File: config.mk
export PLATFORM = sky130hd
export DESIGN_NAME = hdmi_scanout_ctrl
export DESIGN_NICKNAME = d
export VERILOG_FILES = /design/src/rtl/hdmi_pkg.sv /design/src/rtl/hdmi_timing_gen.sv /design/src/rtl/hdmi_scanout_ctrl.sv
export SDC_FILE = /design/constraint.sdc
export NUM_CORES = 1
export LEC_CHECK = 0
export CAP_MARGIN = 20
export CORE_UTILIZATION = 45
export CTS_BUF_LIST = sky130_fd_sc_hd__clkbuf_8
export DETAILED_ROUTE_END_ITERATION = 8
export DONT_BUFFER_PORTS = 1
export GPL_ROUTABILITY_DRIVEN = 0
export PLACE_DENSITY_LB_ADDON = 0.3
export SLEW_MARGIN = 20
export SYNTH_ARGS = -nofsm -noshare
export SYNTH_HDL_FRONTEND = slang
export SYNTH_SLANG_ARGS = --single-unit
File: constraint.sdc
create_clock -name PCLK -period 4.35 [get_ports PCLK]
set_clock_uncertainty 0.05 [all_clocks]
set_input_delay 0.435 -clock PCLK [delete_from_list [all_inputs] [get_ports PCLK]]
set_output_delay 0.435 -clock PCLK [all_outputs]
set_load 0.05 [all_outputs]
File: src/rtl/hdmi_pkg.sv
// Shared timing constants, image defaults and types for the HDMI scanout controller.
package hdmi_pkg;
  typedef logic [9:0] cnt_t;

  localparam int H_ACTIVE = 640;
  localparam int H_FP     = 16;
  localparam int H_SYNC   = 96;
  localparam int H_BP     = 48;
  localparam int H_TOTAL  = H_ACTIVE + H_FP + H_SYNC + H_BP;
  localparam int V_ACTIVE = 480;
  localparam int V_FP     = 10;
  localparam int V_SYNC   = 2;
  localparam int V_BP     = 33;
  localparam int V_TOTAL  = V_ACTIVE + V_FP + V_SYNC + V_BP;

  localparam cnt_t H_LAST     = cnt_t'(H_TOTAL - 1);
  localparam cnt_t H_ACT_END  = cnt_t'(H_ACTIVE);
  localparam cnt_t H_SYNC_BEG = cnt_t'(H_ACTIVE + H_FP);
  localparam cnt_t H_SYNC_END = cnt_t'(H_ACTIVE + H_FP + H_SYNC);
  localparam cnt_t V_LAST     = cnt_t'(V_TOTAL - 1);
  localparam cnt_t V_ACT_END  = cnt_t'(V_ACTIVE);
  localparam cnt_t V_SYNC_BEG = cnt_t'(V_ACTIVE + V_FP);
  localparam cnt_t V_SYNC_END = cnt_t'(V_ACTIVE + V_FP + V_SYNC);

  localparam int IMG_W_DEF = 28;
  localparam int IMG_H_DEF = 28;
  localparam int ADDR_W    = 10;

  localparam logic [7:0] GREY_BG     = 8'h00;
  localparam logic [7:0] GREY_BORDER = 8'hFF;

  typedef enum logic [1:0] {ST_IDLE, ST_FETCH, ST_WRITE} mem_op_e;

  function automatic logic in_range(input cnt_t v, input cnt_t lo, input cnt_t hi);
    return (v >= lo) && (v < hi);
  endfunction
endpackage

File: src/rtl/hdmi_timing_gen.sv
// 640x480@60 counters with raw sync/de/frame_start; en=0 holds counters at 0 and idles the raw outputs.
module hdmi_timing_gen
  import hdmi_pkg::*;
(
  input  logic       i_clk,
  input  logic       i_rst,
  input  logic       i_en,
  output logic [9:0] o_hcnt,
  output logic [9:0] o_vcnt,
  output logic [9:0] o_hcnt_nxt,
  output logic [9:0] o_vcnt_nxt,
  output logic       o_hsync_raw,
  output logic       o_vsync_raw,
  output logic       o_de_raw,
  output logic       o_fs_raw
);
  cnt_t r_hcnt, r_vcnt;
  cnt_t w_hcnt_nxt, w_vcnt_nxt;

  always_comb begin
    w_hcnt_nxt = '0;
    w_vcnt_nxt = '0;
    if (i_en) begin
      if (r_hcnt == H_LAST) begin
        w_vcnt_nxt = (r_vcnt == V_LAST) ? '0 : r_vcnt + cnt_t'(1);
      end else begin
        w_hcnt_nxt = r_hcnt + cnt_t'(1);
        w_vcnt_nxt = r_vcnt;
      end
    end
  end

  always_ff @(posedge i_clk or posedge i_rst) begin
    if (i_rst) begin
      r_hcnt <= '0;
      r_vcnt <= '0;
    end else begin
      r_hcnt <= w_hcnt_nxt;
      r_vcnt <= w_vcnt_nxt;
    end
  end

  assign o_hcnt      = r_hcnt;
  assign o_vcnt      = r_vcnt;
  assign o_hcnt_nxt  = w_hcnt_nxt;
  assign o_vcnt_nxt  = w_vcnt_nxt;
  assign o_hsync_raw = !(i_en && in_range(r_hcnt, H_SYNC_BEG, H_SYNC_END));
  assign o_vsync_raw = !(i_en && in_range(r_vcnt, V_SYNC_BEG, V_SYNC_END));
  assign o_de_raw    = i_en && (r_hcnt < H_ACT_END) && (r_vcnt < V_ACT_END);
  assign o_fs_raw    = i_en && (r_hcnt == '0) && (r_vcnt == '0);
endmodule

File: src/rtl/hdmi_scanout_ctrl.sv
// HDMI scanout: upscaled image window fetch, memory port arbitration with APB writes, 2-cycle video pipe.
// Optional 1-pixel 0xFF frame around the window when HDMI_SCANOUT_BORDER_EN is defined.
module hdmi_scanout_ctrl
  import hdmi_pkg::*;
#(
  parameter int IMG_W = IMG_W_DEF,
  parameter int IMG_H = IMG_H_DEF,
  parameter int SCALE = 8,
  parameter int X0    = 208,
  parameter int Y0    = 128
) (
  input  logic              PCLK,
  input  logic              PRESET,
  input  logic              en,
  input  logic              wr_req,
  input  logic [ADDR_W-1:0] wr_addr,
  input  logic [7:0]        wr_data,
  output logic              wr_ack,
  output logic [ADDR_W-1:0] mem_addr,
  output logic              mem_we,
  output logic [7:0]        mem_wdata,
  input  logic [7:0]        mem_rdata,
  output logic              hsync,
  output logic              vsync,
  output logic              de,
  output logic [7:0]        pixel,
  output logic              frame_start
);
  localparam cnt_t X_BEG  = cnt_t'(X0);
  localparam cnt_t X_END  = cnt_t'(X0 + IMG_W * SCALE);
  localparam cnt_t Y_BEG  = cnt_t'(Y0);
  localparam cnt_t Y_END  = cnt_t'(Y0 + IMG_H * SCALE);
  localparam cnt_t S_LAST = cnt_t'(SCALE - 1);
  localparam logic [ADDR_W-1:0] ROW_STEP  = ADDR_W'(IMG_W);
  localparam logic [ADDR_W-1:0] IMG_BYTES = ADDR_W'(IMG_W * IMG_H);

  cnt_t w_hcnt, w_vcnt, w_hcnt_nxt, w_vcnt_nxt;
  logic w_hs_raw, w_vs_raw, w_de_raw, w_fs_raw;

  hdmi_timing_gen u_timing (
    .i_clk       (PCLK),
    .i_rst       (PRESET),
    .i_en        (en),
    .o_hcnt      (w_hcnt),
    .o_vcnt      (w_vcnt),
    .o_hcnt_nxt  (w_hcnt_nxt),
    .o_vcnt_nxt  (w_vcnt_nxt),
    .o_hsync_raw (w_hs_raw),
    .o_vsync_raw (w_vs_raw),
    .o_de_raw    (w_de_raw),
    .o_fs_raw    (w_fs_raw)
  );

  // Fetches are planned from next-cycle counters so mem_addr is on the bus during the fetch cycle itself.
  cnt_t              r_xsub, r_ysub, w_xsub_nxt;
  logic [ADDR_W-1:0] r_col, r_row_base;
  logic              w_fetch_nxt, w_vwin_cur, w_win_cur, w_bord_cur;
  mem_op_e           r_state, w_state_nxt;

  always_comb begin
    w_xsub_nxt = r_xsub + cnt_t'(1);
    if (w_hcnt_nxt == X_BEG || r_xsub == S_LAST) w_xsub_nxt = '0;
  end

  assign w_fetch_nxt = in_range(w_hcnt_nxt, X_BEG, X_END) && in_range(w_vcnt_nxt, Y_BEG, Y_END)
                       && (w_xsub_nxt == '0);
  assign w_vwin_cur  = in_range(w_vcnt, Y_BEG, Y_END);
  assign w_win_cur   = en && w_vwin_cur && in_range(w_hcnt, X_BEG, X_END);

`ifdef HDMI_SCANOUT_BORDER_EN
  localparam cnt_t X_PRE  = cnt_t'(X0 - 1);
  localparam cnt_t X_POST = cnt_t'(X0 + IMG_W * SCALE + 1);
  localparam cnt_t Y_PRE  = cnt_t'(Y0 - 1);
  localparam cnt_t Y_POST = cnt_t'(Y0 + IMG_H * SCALE + 1);
  assign w_bord_cur = en && (
      ((w_hcnt == X_PRE || w_hcnt == X_END) && in_range(w_vcnt, Y_PRE, Y_POST)) ||
      ((w_vcnt == Y_PRE || w_vcnt == Y_END) && in_range(w_hcnt, X_PRE, X_POST)));
`else
  assign w_bord_cur = 1'b0;
`endif

  always_comb begin
    w_state_nxt = ST_IDLE;
    if (w_fetch_nxt)                          w_state_nxt = ST_FETCH;
    else if (wr_req && r_state != ST_WRITE)   w_state_nxt = ST_WRITE;
  end

  always_ff @(posedge PCLK or posedge PRESET) begin
    if (PRESET) begin
      r_xsub     <= '0;
      r_ysub     <= '0;
      r_col      <= '0;
      r_row_base <= '0;
    end else begin
      r_xsub <= w_xsub_nxt;
      if (w_hcnt_nxt == '0) begin
        r_col <= '0;
        if (w_vcnt_nxt == '0) begin
          r_row_base <= '0;
          r_ysub     <= '0;
        end else if (w_vwin_cur) begin
          if (r_ysub == S_LAST) begin
            r_ysub     <= '0;
            r_row_base <= r_row_base + ROW_STEP;
          end else begin
            r_ysub <= r_ysub + cnt_t'(1);
          end
        end
      end else if (w_fetch_nxt) begin
        r_col <= r_col + 1'b1;
      end
    end
  end

  logic [ADDR_W-1:0] r_mem_addr;
  logic [7:0]        r_mem_wdata;
  logic              r_mem_we, r_wr_ack;

  always_ff @(posedge PCLK or posedge PRESET) begin
    if (PRESET) begin
      r_state     <= ST_IDLE;
      r_mem_addr  <= '0;
      r_mem_wdata <= '0;
      r_mem_we    <= 1'b0;
      r_wr_ack    <= 1'b0;
    end else begin
      r_state  <= w_state_nxt;
      r_mem_we <= 1'b0;
      r_wr_ack <= 1'b0;
      case (w_state_nxt)
        ST_FETCH: r_mem_addr <= r_row_base + r_col;
        ST_WRITE: begin
          r_mem_addr  <= wr_addr;
          r_mem_wdata <= wr_data;
          r_mem_we    <= (wr_addr < IMG_BYTES);
          r_wr_ack    <= 1'b1;
        end
        default: begin end
      endcase
    end
  end

  // Stage 1 captures counter-cycle decode; stage 2 meets mem_rdata, one cycle after the fetch address.
  logic       r_hs1, r_vs1, r_de1, r_fs1, r_win1, r_bord1, r_rd_vld;
  logic [7:0] r_byte, w_byte;
  logic       r_hsync, r_vsync, r_de, r_fs;
  logic [7:0] r_pixel;

  assign w_byte = r_rd_vld ? mem_rdata : r_byte;

  always_ff @(posedge PCLK or posedge PRESET) begin
    if (PRESET) begin
      {r_hs1, r_vs1, r_de1, r_fs1, r_win1, r_bord1, r_rd_vld} <= 7'b1100000;
      r_byte  <= '0;
      r_hsync <= 1'b1;
      r_vsync <= 1'b1;
      r_de    <= 1'b0;
      r_fs    <= 1'b0;
      r_pixel <= '0;
    end else begin
      r_hs1    <= w_hs_raw;
      r_vs1    <= w_vs_raw;
      r_de1    <= w_de_raw;
      r_fs1    <= w_fs_raw;
      r_win1   <= w_win_cur;
      r_bord1  <= w_bord_cur;
      r_rd_vld <= (r_state == ST_FETCH);
      r_byte   <= w_byte;
      r_hsync  <= r_hs1;
      r_vsync  <= r_vs1;
      r_de     <= r_de1;
      r_fs     <= r_fs1;
      r_pixel  <= !r_de1 ? 8'h00 : r_win1 ? w_byte : r_bord1 ? GREY_BORDER : GREY_BG;
    end
  end

  assign mem_addr    = r_mem_addr;
  assign mem_we      = r_mem_we;
  assign mem_wdata   = r_mem_wdata;
  assign wr_ack      = r_wr_ack;
  assign hsync       = r_hsync;
  assign vsync       = r_vsync;
  assign de          = r_de;
  assign pixel       = r_pixel;
  assign frame_start = r_fs;
endmodule

### Word-level counts from Yosys, hierarchy flattened

Cells that the tools add are included.

* logic and storage cells: 107
* register bits: 108

* reduce and logical (&&, ||, !) cells: 31
* multiplexer cells: 22
* $add $sub $neg: 7
* magnitude comparators: 15
* equal/unequal tests: 9

Operator list (number)
* $mux W10: 14
* $lt A10 B9 Y1 const B: 6
* $add A10 B1 Y10 const B: 5
* $logic_not A10 Y1: 5
* $ge A10 B8 Y1 const B: 4
* $lt A10 B10 Y1 const B: 3
* $mux W8: 3
* $eq A10 B10 Y1 const B: 2
* $eq A10 B3 Y1 const B: 2
* $pmux W10 S2: 1
* $logic_and A1 B1 Y1: 17
* $add A10 B10 Y10: 1
* $add A10 B5 Y10 const B: 1
* $eq A10 B8 Y1 const B: 1
* $ge A10 B10 Y1 const B: 1
* $ge A10 B9 Y1 const B: 1
* $reduce_bool A2 Y1: 4
* $eq A2 B1 Y1 const B: 2
* $mux W2: 2
* $reduce_and A3 Y1: 1
* $eq A2 B2 Y1 const B: 1
* $logic_not A1 Y1: 2
* $mux W1: 2
* $ne A2 B2 Y1 const B: 1
* other kinds (2): 2

### Depth between registers and ports, before layout

* depth in word-level cells: 11
* mapped depth: 13
* mapped depth without buffers: 11

### Modules after synthesis

Synthesis repeated with hierarchy kept, for this count alone.

* cell total of the unflattened synthesis: 531
* area, all modules: 5365.1 sq um

By module, submodules not included
* hdmi_scanout_ctrl: instances 1, area an instance 4219.0 sq um, sequential area each 2132.0 sq um, cells each 404
* hdmi_timing_gen: instances 1, area an instance 1146.1 sq um, sequential area each 500.5 sq um, cells each 127

### Worst setup path before layout

Ideal clock, no wire load.

* kind: register to register
* start point: register u_timing.r_hcnt[1] (netlist: u_timing.o_hcnt[1])
* end point: register r_col[9]
* cell stages (with the launch flop): 13
* arrival: 3.111 ns
* buffers on the path: 3
* path slack: 1.109 ns
* cells stage by stage: dfrtp_1 ha_1 clkbuf_1 and4_1 nand3_1 clkbuf_1 o21ai_1 nor3_1 o21ai_0 o2111ai_1 clkbuf_1 nor4_1 mux2i_1

* word-level cells in the longest chain between the ends: 9

RTL lines
* start, declared: RTL line hdmi_timing_gen.sv:17 `cnt_t r_hcnt, r_vcnt;`
* start signal, assigned: RTL line hdmi_timing_gen.sv:38 `r_hcnt <= w_hcnt_nxt;`
* branches (longest 9 deep; another with $add A10 B1 Y10)
* end signal, assigned: RTL line hdmi_scanout_ctrl.sv:110 `r_col <= r_col + 1'b1;`
* end, declared: RTL line hdmi_scanout_ctrl.sv:56 `logic [ADDR_W-1:0] r_col, r_row_base;`

Several ways; the timed one is not identified.
A chain may end at the register's enable or synchronous reset.

### Worst setup path after layout

* start point: register u_timing.r_hcnt[1] (netlist: u_timing.o_hcnt[1])
* end point: register r_mem_wdata[0] (netlist: mem_wdata[0])

* word-level cells in the longest chain between the ends: 10

RTL lines
* branches (longest 7 deep; another with $add A10 B1 Y10)
* $logic_and A1 B1 Y1 (*): RTL line hdmi_scanout_ctrl.sv:66 `&& (w_xsub_nxt == '0);`
* $mux W2 (*): RTL line hdmi_scanout_ctrl.sv:84 `if (w_fetch_nxt) w_state_nxt = ST_FETCH;`
* named net w_state_nxt[1]: RTL line hdmi_scanout_ctrl.sv:58 `mem_op_e r_state, w_state_nxt;`
* $eq A2 B2 Y1 (*): RTL line hdmi_scanout_ctrl.sv:130 `case (w_state_nxt)`
* end signal, assigned: RTL line hdmi_scanout_ctrl.sv:134 `r_mem_wdata <= wr_data;`
* end, declared: RTL line hdmi_scanout_ctrl.sv:116 `logic [7:0] r_mem_wdata;`

Mark *: on every way through the listed nets, which the timed path passes.

==> metrics <==
Max Fanout on Critical Path 15; number of input and output port buffers inserted 0; estimated wirelength of the detail-placed design approximately 8400 um; CTS sink count ~110; count of fill cells added during filler insertion between 1,000 and 1,500; Hold-fix buffers, CTS 0; clock slew at reported path FFs ~0.10 ns; busiest metal layer after global routing met2; met1 Track Usage GR 0.2576; global-route wire length before repair between 20,000 and 25,000 um; vertical die dimension 113.9 um; Top Ports between 60 and 70; Clock H-tree levels 3; setup ws final 0.7029 ns; drt total wl 11,690 um; met3 global-route usage 0.02444; Setup crit start kind register; final hold slack just under 0.03 ns; Peak supply drop between 0.1 and 0.15 mV; root cell of the clock tree sky130_fd_sc_hd__clkbuf_8; Antenna Nets Post-Route 0; CP Capture Type register; Via density ~5.7; die outline width between 100 and 150 um; post-route fraction of the period consumed by the critical path 0.8384; CORE AREA 12,110 um2; pwr dens 303.2 nW/um2; clock tree from TritonCTS done; DRC violation count after routing 0; GRT Total Usage 0.1933; effective utilization at floorplan 0.4649; most common cell after layout, fill and taps aside sky130_fd_sc_hd__dfrtp_1; final-report hold violation count 0; number of register bits inferred by synthesis around 110; Most used DFF post-synth sky130_fd_sc_hd__dfrtp_1; detailed-route via count ~4,300; Netlist Area Pre-Place ~5600 um2; count of final setup violators 0; unrepaired setup endpoints after global routing false; commonest cells after routing, fill and taps aside sky130_fd_sc_hd__dfrtp_1 (101), sky130_fd_sc_hd__nor2_1 (49), sky130_fd_sc_hd__nand2_1 (43), sky130_fd_sc_hd__o21ai_0 (30), sky130_fd_sc_hd__a21oi_1 (25); number of instances in the synthesized netlist roughly 580; standard-cell row count 40; Unique masters post-synth 64; Final nets just over 600; result of the run finished clean; area of the die 12,960 um2; Max-cap violations 0; leakage power of the design 2.640 nW; count of yosys warnings during synthesis 0; crit-path cells ha_1 -> nand4_1 -> nor4_1 -> xnor2_1 -> nor3_1 -> o21ai_0 -> o2111ai_1 -> buf_4 -> inv_2 -> nor2_2 -> mux2_2; GRT Residual Overflow 0; headroom to the max-slew limit 0.4963; proportion of layout cells with a drive suffix above 1 0.1003; number of buffers between clock root and the deepest sink 2; GR Layer Usage met2 0.3175; final worst path period need around 3.6 ns; number of antenna repair diodes 0; final max-slew violation count 0; slowest library cell on the worst path sky130_fd_sc_hd__nor4_1; vias in the first global route about 4,300; crit path launch u_timing.o_hcnt[1]; total of cells resized after clock tree synthesis 0; insertion delay of the later-clocked pin in the worst-skew pair between 0.3 and 0.4 ns; CTS buffer count 9; detailed-router iteration count before antenna repair 5; maximum achievable frequency between 200 and 300 MHz; transition time at the pin with the least slew margin 0.7555 ns; Synth async-reset ratio 1.000; Iteration-0 DRC Markers about 300; pin count of the biggest net entering global routing 64; critical setup path kind register to register; launch point of the worst reg-to-reg path u_timing.o_hcnt[1]; arrival time of data at the critical path endpoint just under 4 ns; aggregate negative setup slack 0 ns; worst stage delay on the critical path 0.57 ns; P&R area growth vs syn 6.311%; Post-Syn Area per Cell slightly below 10 um2; fraction of the yosys area taken by sequential cells 0.4676; total power consumption of the routed design between 1.5 and 2 mW; worst slack after detailed placement roughly 0.70 ns; EDFF count, synth 0; Syn Nets about 630; average detailed-routed wire length per instance between 15 and 20 um; class of the tightest hold or removal check input port to asynchronous set/reset pin; number of antenna violations at the first check in global routing 0; Worst Path Required about 4.6 ns; post-CTS repair timing setup buffer count 0
[report_power, final]
part	internal [mW]	total (mW)	switching [mW]
registers	1.01	1.13	0.125
logic	0.0401	0.108	0.0679
clock network	0.232	0.575	0.343
total	1.28	1.82	0.536
[final timing paths]
check,slack (ns),depth (start not counted),to
hold / removal,0.03,1,mem_wdata[6]
max in group asynchronous,3.18,2,pixel[2]
min in group PCLK,0.11,1,mem_we
setup / recovery,0.70,11,mem_wdata[0]
hold reg to reg,0.31,0,hsync
setup reg to reg,0.70,11,mem_wdata[0]
[final cells by class]
cell class / instances / area, um2 / share of cell area
clock buffer: 10 / 137.6 / 0.02299
clock inverter: 6 / 50.05 / 0.008361
inverter: 24 / 92.59 / 0.01547
multi-input combinational: 423 / 2788 / 0.4657
sequential: 105 / 2633 / 0.4398
tap: 168 / 210.2 / 0.03512
timing repair buffer: 10 / 75.07 / 0.01254
[registers in the layout, indices dropped and copies added, names as in the netlist, 2 cells and up]
register	flops
u_timing.o_hcnt	10
mem_addr	10
r_byte	8
pixel	8
r_ysub	10
r_col	10
mem_wdata	8
r_xsub	10
u_timing.o_vcnt	10
r_state	2
r_row_base	8
[per-stage QoR]
stage	instance area, um2	utilization	instances
6_report	5986	0.4942	746
5_1_grt	5986	0.4942	746
4_1_cts	5986	0.4942	746
3_5_place_dp	5798	0.4787	730
3_3_place_gp	5798	0.4787	730
2_1_floorplan	5630	-	583
[synthesized netlist by cell type, drive strengths merged, types with 13 or more instances]
cell	number	area [um2]
o21ai	32	160.1
nand4	18	112.6
nor2	50	190.2
mux2i	18	180.2
nor4	13	81.33
ha	15	187.7
a21oi	26	133.9
dfrtp	101	2527
inv	24	90.08
nand2	43	161.4
xnor2	20	175.2
nand3	22	110.1
mux2	17	191.4
nor3	14	70.07
nor2b	15	93.84
clkbuf	24	90.09
xor2	17	148.9
[layer usage]
metal | routed length (um) | vias to the layer above
li1 | - | 2058
met1 | 5325 | 2074
met2 | 5560 | 132
met3 | 566 | 19
met4 | 235 | 0
met5 | 0 | -
[worst max-delay path: cells and delay by family (launching register included)]
family,cells,cell delay [ns]
buffers and inverters,2,0.30
and+or+nand+nor,4,1.48
adders and majority gates,1,0.39
AOI/OAI and AO/OA,2,0.29
DFF,1,0.46
muxes,1,0.39
xor gates and xnor gates,1,0.16
[cell families (layout without fill, tap and decap cells)]
logic type | count (synthesis) | count (layout) | synth area share
adders and majority gates | 15 | 15 | 0.03333
and+or+nand+nor | 232 | 232 | 0.2189
DFF | 105 | 105 | 0.4676
buffers and inverters | 55 | 50 | 0.03733
AOI/OAI and AO/OA | 104 | 104 | 0.1193
xor gates and xnor gates | 37 | 37 | 0.05756
muxes | 35 | 35 | 0.06600
Note: power is estimated with default switching activity, not from simulation.
